$ cat src/rtl/udt_user_traffic_if.sv
// AXI-Stream style beat bundle used on both sides of the user traffic block.
// master: drives valid/last/keep/data, receives ready.
// slave : receives valid/last/keep/data, drives ready.
interface udt_user_traffic_if;
    logic        tvalid;
    logic        tready;
    logic        tlast;
    logic [7:0]  tkeep;
    logic [63:0] tdata;

    modport master (output tvalid, output tlast, output tkeep, output tdata, input tready);
    modport slave  (input tvalid, input tlast, input tkeep, input tdata, output tready);
endinterface

$ cat src/rtl/udt_user_traffic.sv
// User-side traffic generator and checker for the UDT application streams.
// The generator sends FRAME_BEATS*NUM_FRAMES pattern beats on tx_axis after a
// start pulse; the checker compares every beat received on rx_axis against the
// same pattern and counts erroneous beats.
//
// Ports:
//   core_clk, core_rst_n  clock and asynchronous active-low reset
//   start                 single-cycle pulse that begins a run
//   tx_axis (master)      generated pattern stream
//   rx_axis (slave)       far-end stream to be checked
//   tx_done, rx_done      all beats sent / all expected beats received
//   finish                tx_done & rx_done
//   err, err_count        sticky error flag and saturating erroneous-beat count
//   rx_beat_count         accepted receive beats, wraps at 2^32
//
// Generator states:
//   state   | meaning
//   IDLE    | out of reset, waiting for start
//   SEND    | presenting pattern beats, start ignored
//   DONE    | last beat handed off, start begins a new run
module udt_user_traffic #(
    parameter int unsigned FRAME_BEATS = 16,
    parameter int unsigned NUM_FRAMES  = 64,
    parameter bit          RX_STALL    = 1'b0
) (
    input  logic               core_clk,
    input  logic               core_rst_n,
    input  logic               start,
    udt_user_traffic_if.master tx_axis,
    udt_user_traffic_if.slave  rx_axis,
    output logic               tx_done,
    output logic               rx_done,
    output logic               finish,
    output logic               err,
    output logic [15:0]        err_count,
    output logic [31:0]        rx_beat_count
);

    localparam logic [31:0] TOTAL       = 32'(FRAME_BEATS * NUM_FRAMES);
    localparam logic [15:0] LAST_POS    = 16'(FRAME_BEATS - 1);
    localparam logic [15:0] PATTERN_TAG = 16'hA5C3;
    localparam logic [15:0] LFSR_SEED   = 16'hACE1;

    localparam logic [1:0] ST_IDLE = 2'd0;
    localparam logic [1:0] ST_SEND = 2'd1;
    localparam logic [1:0] ST_DONE = 2'd2;

    logic [1:0]  state;
    logic        start_go;

    // tx_n counts beats already loaded into the output register, so the
    // beat on the bus is tx_n-1 and tx_n == TOTAL means nothing left to load.
    logic [31:0] tx_n;
    logic [15:0] tx_frame;
    logic [15:0] tx_pos;
    logic        tx_load;
    logic        tx_last_hs;

    logic        tx_valid_q;
    logic        tx_last_q;
    logic [7:0]  tx_keep_q;
    logic [63:0] tx_data_q;

    logic        rx_ready;
    logic        rx_accept;
    logic        rx_armed;
    logic [15:0] rx_frame;
    logic [15:0] rx_pos;

    logic        s1_valid;
    logic        s1_last;
    logic [7:0]  s1_keep;
    logic [63:0] s1_data;

    logic [63:0] exp_data;
    logic        exp_last;
    logic        beat_bad;

    logic [15:0] lfsr;
    logic        lfsr_fb;

    assign start_go   = start && (state != ST_SEND);
    assign tx_load    = (state == ST_SEND) && (tx_n != TOTAL) && (!tx_valid_q || tx_axis.tready);
    assign tx_last_hs = (state == ST_SEND) && (tx_n == TOTAL) && tx_valid_q && tx_axis.tready;

    assign tx_axis.tvalid = tx_valid_q;
    assign tx_axis.tlast  = tx_last_q;
    assign tx_axis.tkeep  = tx_keep_q;
    assign tx_axis.tdata  = tx_data_q;

    always_ff @(posedge core_clk or negedge core_rst_n) begin
        if (!core_rst_n) begin
            state      <= ST_IDLE;
            tx_n       <= '0;
            tx_frame   <= '0;
            tx_pos     <= '0;
            tx_valid_q <= 1'b0;
            tx_last_q  <= 1'b0;
            tx_keep_q  <= '0;
            tx_data_q  <= '0;
            tx_done    <= 1'b0;
        end else if (start_go) begin
            state      <= ST_SEND;
            tx_n       <= '0;
            tx_frame   <= '0;
            tx_pos     <= '0;
            tx_valid_q <= 1'b0;
            tx_done    <= 1'b0;
        end else if (tx_last_hs) begin
            state      <= ST_DONE;
            tx_valid_q <= 1'b0;
            tx_done    <= 1'b1;
        end else if (tx_load) begin
            tx_valid_q <= 1'b1;
            tx_last_q  <= (tx_pos == LAST_POS);
            tx_keep_q  <= 8'hFF;
            tx_data_q  <= {PATTERN_TAG, tx_frame, tx_n};
            tx_n       <= tx_n + 32'd1;
            if (tx_pos == LAST_POS) begin
                tx_pos   <= '0;
                tx_frame <= tx_frame + 16'd1;
            end else begin
                tx_pos   <= tx_pos + 16'd1;
            end
        end
    end

    // Fibonacci LFSR, taps 16,14,13,11 (bits 0,2,3,5 of the right-shifting form).
    assign lfsr_fb = lfsr[0] ^ lfsr[2] ^ lfsr[3] ^ lfsr[5];

    always_ff @(posedge core_clk or negedge core_rst_n) begin
        if (!core_rst_n) begin
            lfsr <= LFSR_SEED;
        end else begin
            lfsr <= {lfsr_fb, lfsr[15:1]};
        end
    end

    // Ready is gated by reset directly so it reads 0 for the whole reset
    // window and takes the seed value the moment reset releases.
    assign rx_ready       = core_rst_n && (RX_STALL ? lfsr[0] : 1'b1);
    assign rx_axis.tready = rx_ready;
    assign rx_accept      = rx_axis.tvalid && rx_ready;

    always_comb begin
        exp_data = {PATTERN_TAG, rx_frame, rx_beat_count};
        exp_last = (rx_pos == LAST_POS);
        beat_bad = rx_done || (s1_data != exp_data) || (s1_keep != 8'hFF) || (s1_last != exp_last);
    end

    // Beats are captured on the accepting edge and scored on the next one.
    // Beats seen before the first start are dropped; once rx_done is set every
    // further beat is still counted, and scored as an error.
    always_ff @(posedge core_clk or negedge core_rst_n) begin
        if (!core_rst_n) begin
            s1_valid      <= 1'b0;
            s1_last       <= 1'b0;
            s1_keep       <= '0;
            s1_data       <= '0;
            rx_armed      <= 1'b0;
            rx_frame      <= '0;
            rx_pos        <= '0;
            rx_beat_count <= '0;
            rx_done       <= 1'b0;
            err           <= 1'b0;
            err_count     <= '0;
        end else if (start_go) begin
            s1_valid      <= 1'b0;
            rx_armed      <= 1'b1;
            rx_frame      <= '0;
            rx_pos        <= '0;
            rx_beat_count <= '0;
            rx_done       <= 1'b0;
            err           <= 1'b0;
            err_count     <= '0;
        end else begin
            s1_valid <= rx_accept && (rx_armed || rx_done);
            s1_last  <= rx_axis.tlast;
            s1_keep  <= rx_axis.tkeep;
            s1_data  <= rx_axis.tdata;
            if (s1_valid) begin
                rx_beat_count <= rx_beat_count + 32'd1;
                if (rx_pos == LAST_POS) begin
                    rx_pos   <= '0;
                    rx_frame <= rx_frame + 16'd1;
                end else begin
                    rx_pos   <= rx_pos + 16'd1;
                end
                if (rx_beat_count + 32'd1 == TOTAL) begin
                    rx_done  <= 1'b1;
                    rx_armed <= 1'b0;
                end
                if (beat_bad) begin
                    err <= 1'b1;
                    if (err_count != 16'hFFFF) begin
                        err_count <= err_count + 16'd1;
                    end
                end
            end
        end
    end

    assign finish = tx_done && rx_done;

endmodule
$ cat src/flat_wrapper.sv
// flat-port wrapper written by rule: the top's interface ports become plain ports
module udt_user_traffic_flat 
#(
    parameter int unsigned FRAME_BEATS = 16,
    parameter int unsigned NUM_FRAMES  = 64,
    parameter bit          RX_STALL    = 1'b0
)
  (core_clk, core_rst_n, start, tx_done, rx_done, finish, err, err_count, rx_beat_count, tx_axis_tvalid, tx_axis_tlast, tx_axis_tkeep, tx_axis_tdata, tx_axis_tready, rx_axis_tvalid, rx_axis_tlast, rx_axis_tkeep, rx_axis_tdata, rx_axis_tready);
  udt_user_traffic_if tx_axis_i ();
  udt_user_traffic_if rx_axis_i ();
  input  logic core_clk;
  input  logic core_rst_n;
  input  logic start;
  output logic tx_done;
  output logic rx_done;
  output logic finish;
  output logic err;
  output logic [15:0] err_count;
  output logic [31:0] rx_beat_count;
  output wire logic [$bits(tx_axis_i.tvalid)-1:0] tx_axis_tvalid;
  output wire logic [$bits(tx_axis_i.tlast)-1:0] tx_axis_tlast;
  output wire logic [$bits(tx_axis_i.tkeep)-1:0] tx_axis_tkeep;
  output wire logic [$bits(tx_axis_i.tdata)-1:0] tx_axis_tdata;
  input wire logic [$bits(tx_axis_i.tready)-1:0] tx_axis_tready;
  input wire logic [$bits(rx_axis_i.tvalid)-1:0] rx_axis_tvalid;
  input wire logic [$bits(rx_axis_i.tlast)-1:0] rx_axis_tlast;
  input wire logic [$bits(rx_axis_i.tkeep)-1:0] rx_axis_tkeep;
  input wire logic [$bits(rx_axis_i.tdata)-1:0] rx_axis_tdata;
  output wire logic [$bits(rx_axis_i.tready)-1:0] rx_axis_tready;
  assign tx_axis_tvalid = tx_axis_i.tvalid;
  assign tx_axis_tlast = tx_axis_i.tlast;
  assign tx_axis_tkeep = tx_axis_i.tkeep;
  assign tx_axis_tdata = tx_axis_i.tdata;
  assign tx_axis_i.tready = tx_axis_tready;
  assign rx_axis_i.tvalid = rx_axis_tvalid;
  assign rx_axis_i.tlast = rx_axis_tlast;
  assign rx_axis_i.tkeep = rx_axis_tkeep;
  assign rx_axis_i.tdata = rx_axis_tdata;
  assign rx_axis_tready = rx_axis_i.tready;
  udt_user_traffic #(.FRAME_BEATS(FRAME_BEATS), .NUM_FRAMES(NUM_FRAMES), .RX_STALL(RX_STALL)) u_core (.core_clk(core_clk), .core_rst_n(core_rst_n), .start(start), .tx_axis(tx_axis_i), .rx_axis(rx_axis_i), .tx_done(tx_done), .rx_done(rx_done), .finish(finish), .err(err), .err_count(err_count), .rx_beat_count(rx_beat_count));
endmodule
$ cat config.mk
export PLATFORM = sky130hd
export DESIGN_NAME = udt_user_traffic_flat
export DESIGN_NICKNAME = d
export VERILOG_FILES = /design/src/rtl/udt_user_traffic_if.sv /design/src/rtl/udt_user_traffic.sv /design/src/flat_wrapper.sv
export SDC_FILE = /design/constraint.sdc
export NUM_CORES = 1
export LEC_CHECK = 0
export CORE_MARGIN = 1.5
export CORE_UTILIZATION = 55
export DETAILED_ROUTE_END_ITERATION = 16
export HOLD_SLACK_MARGIN = 0.12
export PLACE_DENSITY_LB_ADDON = 0.05
export SLEW_MARGIN = 15
export SYNTH_ARGS = -nofsm -noshare
export SYNTH_HDL_FRONTEND = slang
export SYNTH_SLANG_ARGS = --single-unit
$ cat constraint.sdc
create_clock -name core_clk -period 4 [get_ports core_clk]
set_input_delay 0.8 -clock core_clk [delete_from_list [all_inputs] [get_ports core_clk]]
set_output_delay 0.8 -clock core_clk [all_outputs]
set_load 0.005 [all_outputs]
Yosys cells after proc, flatten, opt, wreduce, memory -nomap -nowiden. Cells that the tools add are included.

Input bits: 78. Word-level logic and storage cells: 112. Flip-flop bits (word level): 276. Output and inout bits: 127.

Add/sub/neg operators: 7. Eq/ne operators: 12. Reductions and logical operators: 31. Multiplexer cells: 40. Bitwise logic cells: 2.

Operators with widths (number): 16-bit 2-to-1 mux (18); 32-bit 2-to-1 mux (5); 16-bit by 1-bit adder with 16-bit output (second input constant) (5); 32-bit by 1-bit adder with 32-bit output (second input constant) (2); 32-bit by 11-bit equality test with 1-bit output (second input constant) (2); 64-bit inequality test (1); 16-bit by 4-bit equality test with 1-bit output (second input constant) (2); 32-bit by 11-bit inequality test with 1-bit output (second input constant) (1); 16-bit inequality test (second input constant) (1); 2-bit nonzero test (8); 1-bit 2-to-1 mux (15); 1-bit logical AND (9); 3-bit AND reduction (3); 8-bit inequality test (second input constant) (1); 2-bit AND reduction (4); 1-bit logical OR (5); 2-bit 2-to-1 mux (2); 2-bit by 1-bit inequality test with 1-bit output (second input constant) (2); 3-bit nonzero test (1); 2-bit by 1-bit equality test with 1-bit output (second input constant) (1); 1-bit NOT (2); 1-bit zero test (1); 1-bit inequality test (1).

Depth between registers and ports, before layout.
Depth after elaboration: 7. Mapped depth: 11.

Least setup slack after synthesis. No wires, ideal clock.

Path type: register -> register. Start: reg u_core.rx_beat_count[1]. End: reg u_core.err_count[15]. Data arrival time: 2.691 ns. Data required time: 3.881 ns. Path slack: 1.191 ns. Stages on the path, launching flop included: 10. Library setup time: 0.119 ns. Path through: dfrtp_1 clkbuf_1 xnor2_1 nand4_1 or4_1 or4_4 o41ai_4 buf_4 nor3_1 o21a_1.

Cells in the longest elaborated chain, start to end: 6.

RTL lines: start: declaration (RTL line udt_user_traffic.sv:36) `output logic [31:0] rx_beat_count`; start signal: assignment (RTL line udt_user_traffic.sv:182) `rx_beat_count <= rx_beat_count + 32'd1;`; 64-bit inequality test (RTL line udt_user_traffic.sv:148) `beat_bad = rx_done || (s1_data != exp_data) || (s1_keep != 8'hFF) || (s1_last != exp_last);`; 1-bit logical OR (3 in a row) (RTL line udt_user_traffic.sv:148); 2-bit nonzero test (no source line); 3-bit AND reduction (no source line); end signal: assignment (RTL line udt_user_traffic.sv:196) `err_count <= err_count + 16'd1;`; end: declaration (RTL line udt_user_traffic.sv:35) `output logic [15:0] err_count,`.

Every way passes these cells. A chain may end at the register's enable or synchronous reset.

Worst setup path after layout.
Start: reg u_core.rx_beat_count[0]. End: reg u_core.rx_armed.

Cells in the longest elaborated chain, start to end: 4.

RTL lines: 32-bit by 1-bit adder with 32-bit output (RTL line udt_user_traffic.sv:189) `if (rx_beat_count + 32'd1 == TOTAL) begin`; 32-bit by 11-bit equality test with 1-bit output (RTL line udt_user_traffic.sv:189); 2-bit nonzero test (no source line); 2-bit AND reduction (no source line); end signal: assignment (RTL line udt_user_traffic.sv:160) `rx_armed <= 1'b0;`; end signal: assignment (RTL line udt_user_traffic.sv:169) `rx_armed <= 1'b1;`; end signal: assignment (RTL line udt_user_traffic.sv:191) `rx_armed <= 1'b0;`; end: declaration (RTL line udt_user_traffic.sv:66) `logic rx_armed;`.

Every way passes these cells.

==> impl_results.md <==
- Run status: completed
- Initial core utilization: 56.2%
- Flip-flop and latch area: ~7000 µm²
- Worst setup skew after layout: roughly 10 ps
- Cts bufs inserted: 30
- Category of the critical setup timing path: register to register
- Sequence of cells on the critical path: ha_1 -> nand4_1 -> nor3_1 -> and4_1 -> nor3b_1 -> a21oi_1 -> a2111oi_0 -> buf_4 -> a21oi_1
- Type of element launching the critical path: register
- Count of maximum capacitance violations: 0
- Number of standard cells after synthesis: about 1600
- Die area: between 20000 and 30000 µm²
- Largest area contributor in the netlist: sky130_fd_sc_hd__dfrtp_1
- Portion of synthesized cell area occupied by the leading cell type: between 40 and 50%
- Synthesized area: approximately 14000 µm²
- Area of the core region: about 24000 µm²
- ANT nets after route: 0
- Vias: 11700
- Placed wire-length estimate: approximately 24 mm
- Critical path's largest stage delay: 690 ps
- Number of distinct library cells after synthesis: 69
- Leakage power: 7.64 nW
- Width of the die: around 160 µm
- Peak clock frequency supported by timing: approximately 0.29 GHz
- Clock latency at the later pin of the worst-skew pair: roughly 550 ps
- Setup bufs post-CTS: 0
- Number of cells upsized or downsized after cts: 0
- Height of the die: approximately 160 µm
- Grt total ovfl: 0
- Number of diodes added for antenna fixing: 0
- Initial antenna violation count: 1
- First-pass iteration count of the detailed router: 5
- Overall track demand over capacity in global routing: a little over a quarter
- Port Buffer Count: about 200
- Transition time of the tightest slew-check pin: between 900 and 1000 ps
- Worst vdd ir: around 330 µV
- Count of state elements after synthesis: ~270
- Final cell count without fillers: approximately 2100
- Final Hold Violating Endpoints: 0
- Number of enable-type register cells in the synthesized netlist: 0
- Final Routed Wirelength: 34.7 mm
- Crit path top cell by count: sky130_fd_sc_hd__a21oi_1
- Post-route setup TNS: 0 ps
- Sequential share of the synthesized area: about 50%
- DR iter-0 viols: ~890
- Worst min-delay path class: primary input to asynchronous set/reset pin
- Post-route minimum period: between 3000 and 4000 ps
- Most used flip-flop cell after synthesis: sky130_fd_sc_hd__dfrtp_1
- RePlAce Congestion: about 0.94
- Avg Inst Size Synth: 8.74 µm²
- Sink Count: approximately 270
- Critical path data required time: roughly 4400 ps
- DRC errors left: 0
- Number of max-slew violations in the final report: 0
- Area of combinational cells with multiple inputs: about 6300 µm²
- Clock H-tree levels: 1
- Crit-path leading delay family: simple AND/OR/NAND/NOR gates
- Setup repair after global routing missed its margin: no
- Total instance count after detailed placement: 2012
- Fillers: ~2000
- Number of global-route vias before repair: ~11000
- Average wire per standard cell: between 15 and 20 µm
- Clock-pin slew on the worst setup and hold paths: 60 ps
- Hold-fix buffer count after cts: 0
- First-pass GRT wire length: roughly 56 mm
- Endpoint arrival time on the critical path: ~3800 ps
- Avg Vias per Cell: roughly 5.6
- Final net count: between 1500 and 2000
- Top cells by area in the synthesized netlist: sky130_fd_sc_hd__dfrtp_1, sky130_fd_sc_hd__nand2_1, sky130_fd_sc_hd__xor2_1
- TritonCTS clock tree: built
- Share of final-layout standard cells stronger than drive strength 1: a little under 6%
- Area growth from synthesis to layout: 21.7%
- Cell Pwr Density: about 370 nW/µm²
- Worst Setup End Kind: register
- Num ports: approximately 210
- Number of cell rows: 57
- Worst-path cell with the longest stage delay: sky130_fd_sc_hd__a2111oi_0
- Synthesis warning total: 0
- Slew Limit Headroom: roughly a third
- Portion of the clock cycle consumed by the worst path in the final layout: a little over four fifths
- Sum of buffers and inverters on the critical path: 1
- Number of failing setup endpoints in the final timing report: 0
- Proportion of register bits with asynchronous set or reset after synthesis: 100%
- CTS Root Buffer Type: sky130_fd_sc_hd__clkbuf_16
- Largest fanout on the critical path: 11
- Maximum number of buffers from clock root to sink: 3
- Maximum number of pins on one net before global-route repair: approximately 150
-- cell families (layout without fill, tap and decap cells) --
logic type	Yosys count	in the layout	synth area share (%)
adders and majority gates	9	9	0.819
DFF	274	274	49.8
buffers and inverters	132	295	4.79
other	1	8	0.0273
xor gates and xnor gates	111	111	7.07
muxes	7	7	0.509
AOI/OAI and AO/OA	190	190	8.55
and+or+nand+nor	850	850	28.4
-- path summary, 6_finish.rpt --
path / start / to / slack, ps / cells after the start
max: u_core.rx_beat_count[0] / u_core.rx_armed / 610 / 9
min: core_rst_n / u_core.tx_axis.tdata[40] / 150 / 1
max reg2reg: u_core.rx_beat_count[0] / u_core.rx_armed / 610 / 9
min reg2reg: u_core.s1_data[50] / u_core.s1_data[50] / 470 / 2
max in group asynchronous: core_rst_n / u_core.s1_keep[0] / 2520 / 2
min in group core_clk: u_core.s1_data[50] / u_core.s1_data[50] / 470 / 2
-- area by class of cell --
| cell class | instances | share of cell area (%) |
|---|---|---|
| clock buffers | 42 | 5.11 |
| clock inverters | 14 | 0.807 |
| inverters | 26 | 0.583 |
| multi-input cells | 1175 | 37.6 |
| flip-flops and latches | 274 | 40.9 |
| well taps | 324 | 2.42 |
| repair buffers | 213 | 12.6 |
-- layer usage --
layer  track usage [%]  wire length, µm  up-vias
met5                 0                0        -
met4              7.58              852        0
met3              4.01             2240       68
met2              41.4            15800      362
met1              39.5            15900     5662
li1                  -                -     5590
-- through the flow --
step / hold WS, ps / utilization (%) / setup WS [ps] / area (µm²) / power (mW)
global route: 165 / 68.5 / 471 / 16700 / 6.43
detailed placement: 451 / 64.4 / 673 / 15800 / 3.51
floorplan: 430 / - / 1190 / 13800 / 3.23
CTS: 149 / 68.5 / 638 / 16700 / 6.25
finish: 152 / 68.5 / 608 / 16700 / 6.19
global placement: 444 / 64.4 / 705 / 15800 / 3.49
-- power by group --
part           switching (mW)  total, mW  internal, mW
clock                    1.11       2.73          1.62
sequential              0.114       3.01          2.89
combinational           0.230      0.451         0.221
total                    1.45       6.19          4.73
-- flip-flops by register name, indices dropped and copies added (netlist names), 2 cells and up --
signal and cells:
u_core.tx_axis.tdata 48, u_core.state 2, u_core.err_count 16, u_core.tx_frame 16
u_core.tx_n 32, u_core.rx_beat_count 32, u_core.tx_pos 16, u_core.s1_data 64
u_core.rx_pos 16, u_core.rx_frame 16, u_core.s1_keep 8
-- synthesized netlist by cell type (all sizes together), types with 9 or more instances --
| cell type | n |
|---|---|
| a21oi | 44 |
| nand2b | 9 |
| xnor2 | 27 |
| xor2 | 84 |
| nand4 | 52 |
| o21ai | 85 |
| buf | 41 |
| nor2 | 131 |
| o31ai | 13 |
| ha | 9 |
| and2 | 11 |
| inv | 26 |
| dfrtp | 274 |
| nor3 | 20 |
| and4 | 13 |
| nor4 | 20 |
| nand2 | 438 |
| or4 | 10 |
| clkbuf | 65 |
| or3 | 30 |
| nand3 | 65 |
| and3 | 27 |
-- layout by cell type (no fill, tap or decap), types with 16 or more instances in the layout --
master                            instances
sky130_fd_sc_hd__nor4_1                  19
sky130_fd_sc_hd__xnor2_1                 27
sky130_fd_sc_hd__dfrtp_1                274
sky130_fd_sc_hd__and3_1                  25
sky130_fd_sc_hd__clkbuf_16               30
sky130_fd_sc_hd__nor2_1                 131
sky130_fd_sc_hd__buf_4                   16
sky130_fd_sc_hd__inv_1                   25
sky130_fd_sc_hd__clkdlybuf4s50_1        195
sky130_fd_sc_hd__nand4_1                 51
sky130_fd_sc_hd__o21ai_0                 82
sky130_fd_sc_hd__nand3_1                 65
sky130_fd_sc_hd__xor2_1                  84
sky130_fd_sc_hd__a21oi_1                 41
sky130_fd_sc_hd__or3_1                   20
sky130_fd_sc_hd__nand2_1                437
sky130_fd_sc_hd__nor3_1                  20
Note: power is estimated with default switching activity, not from simulation.
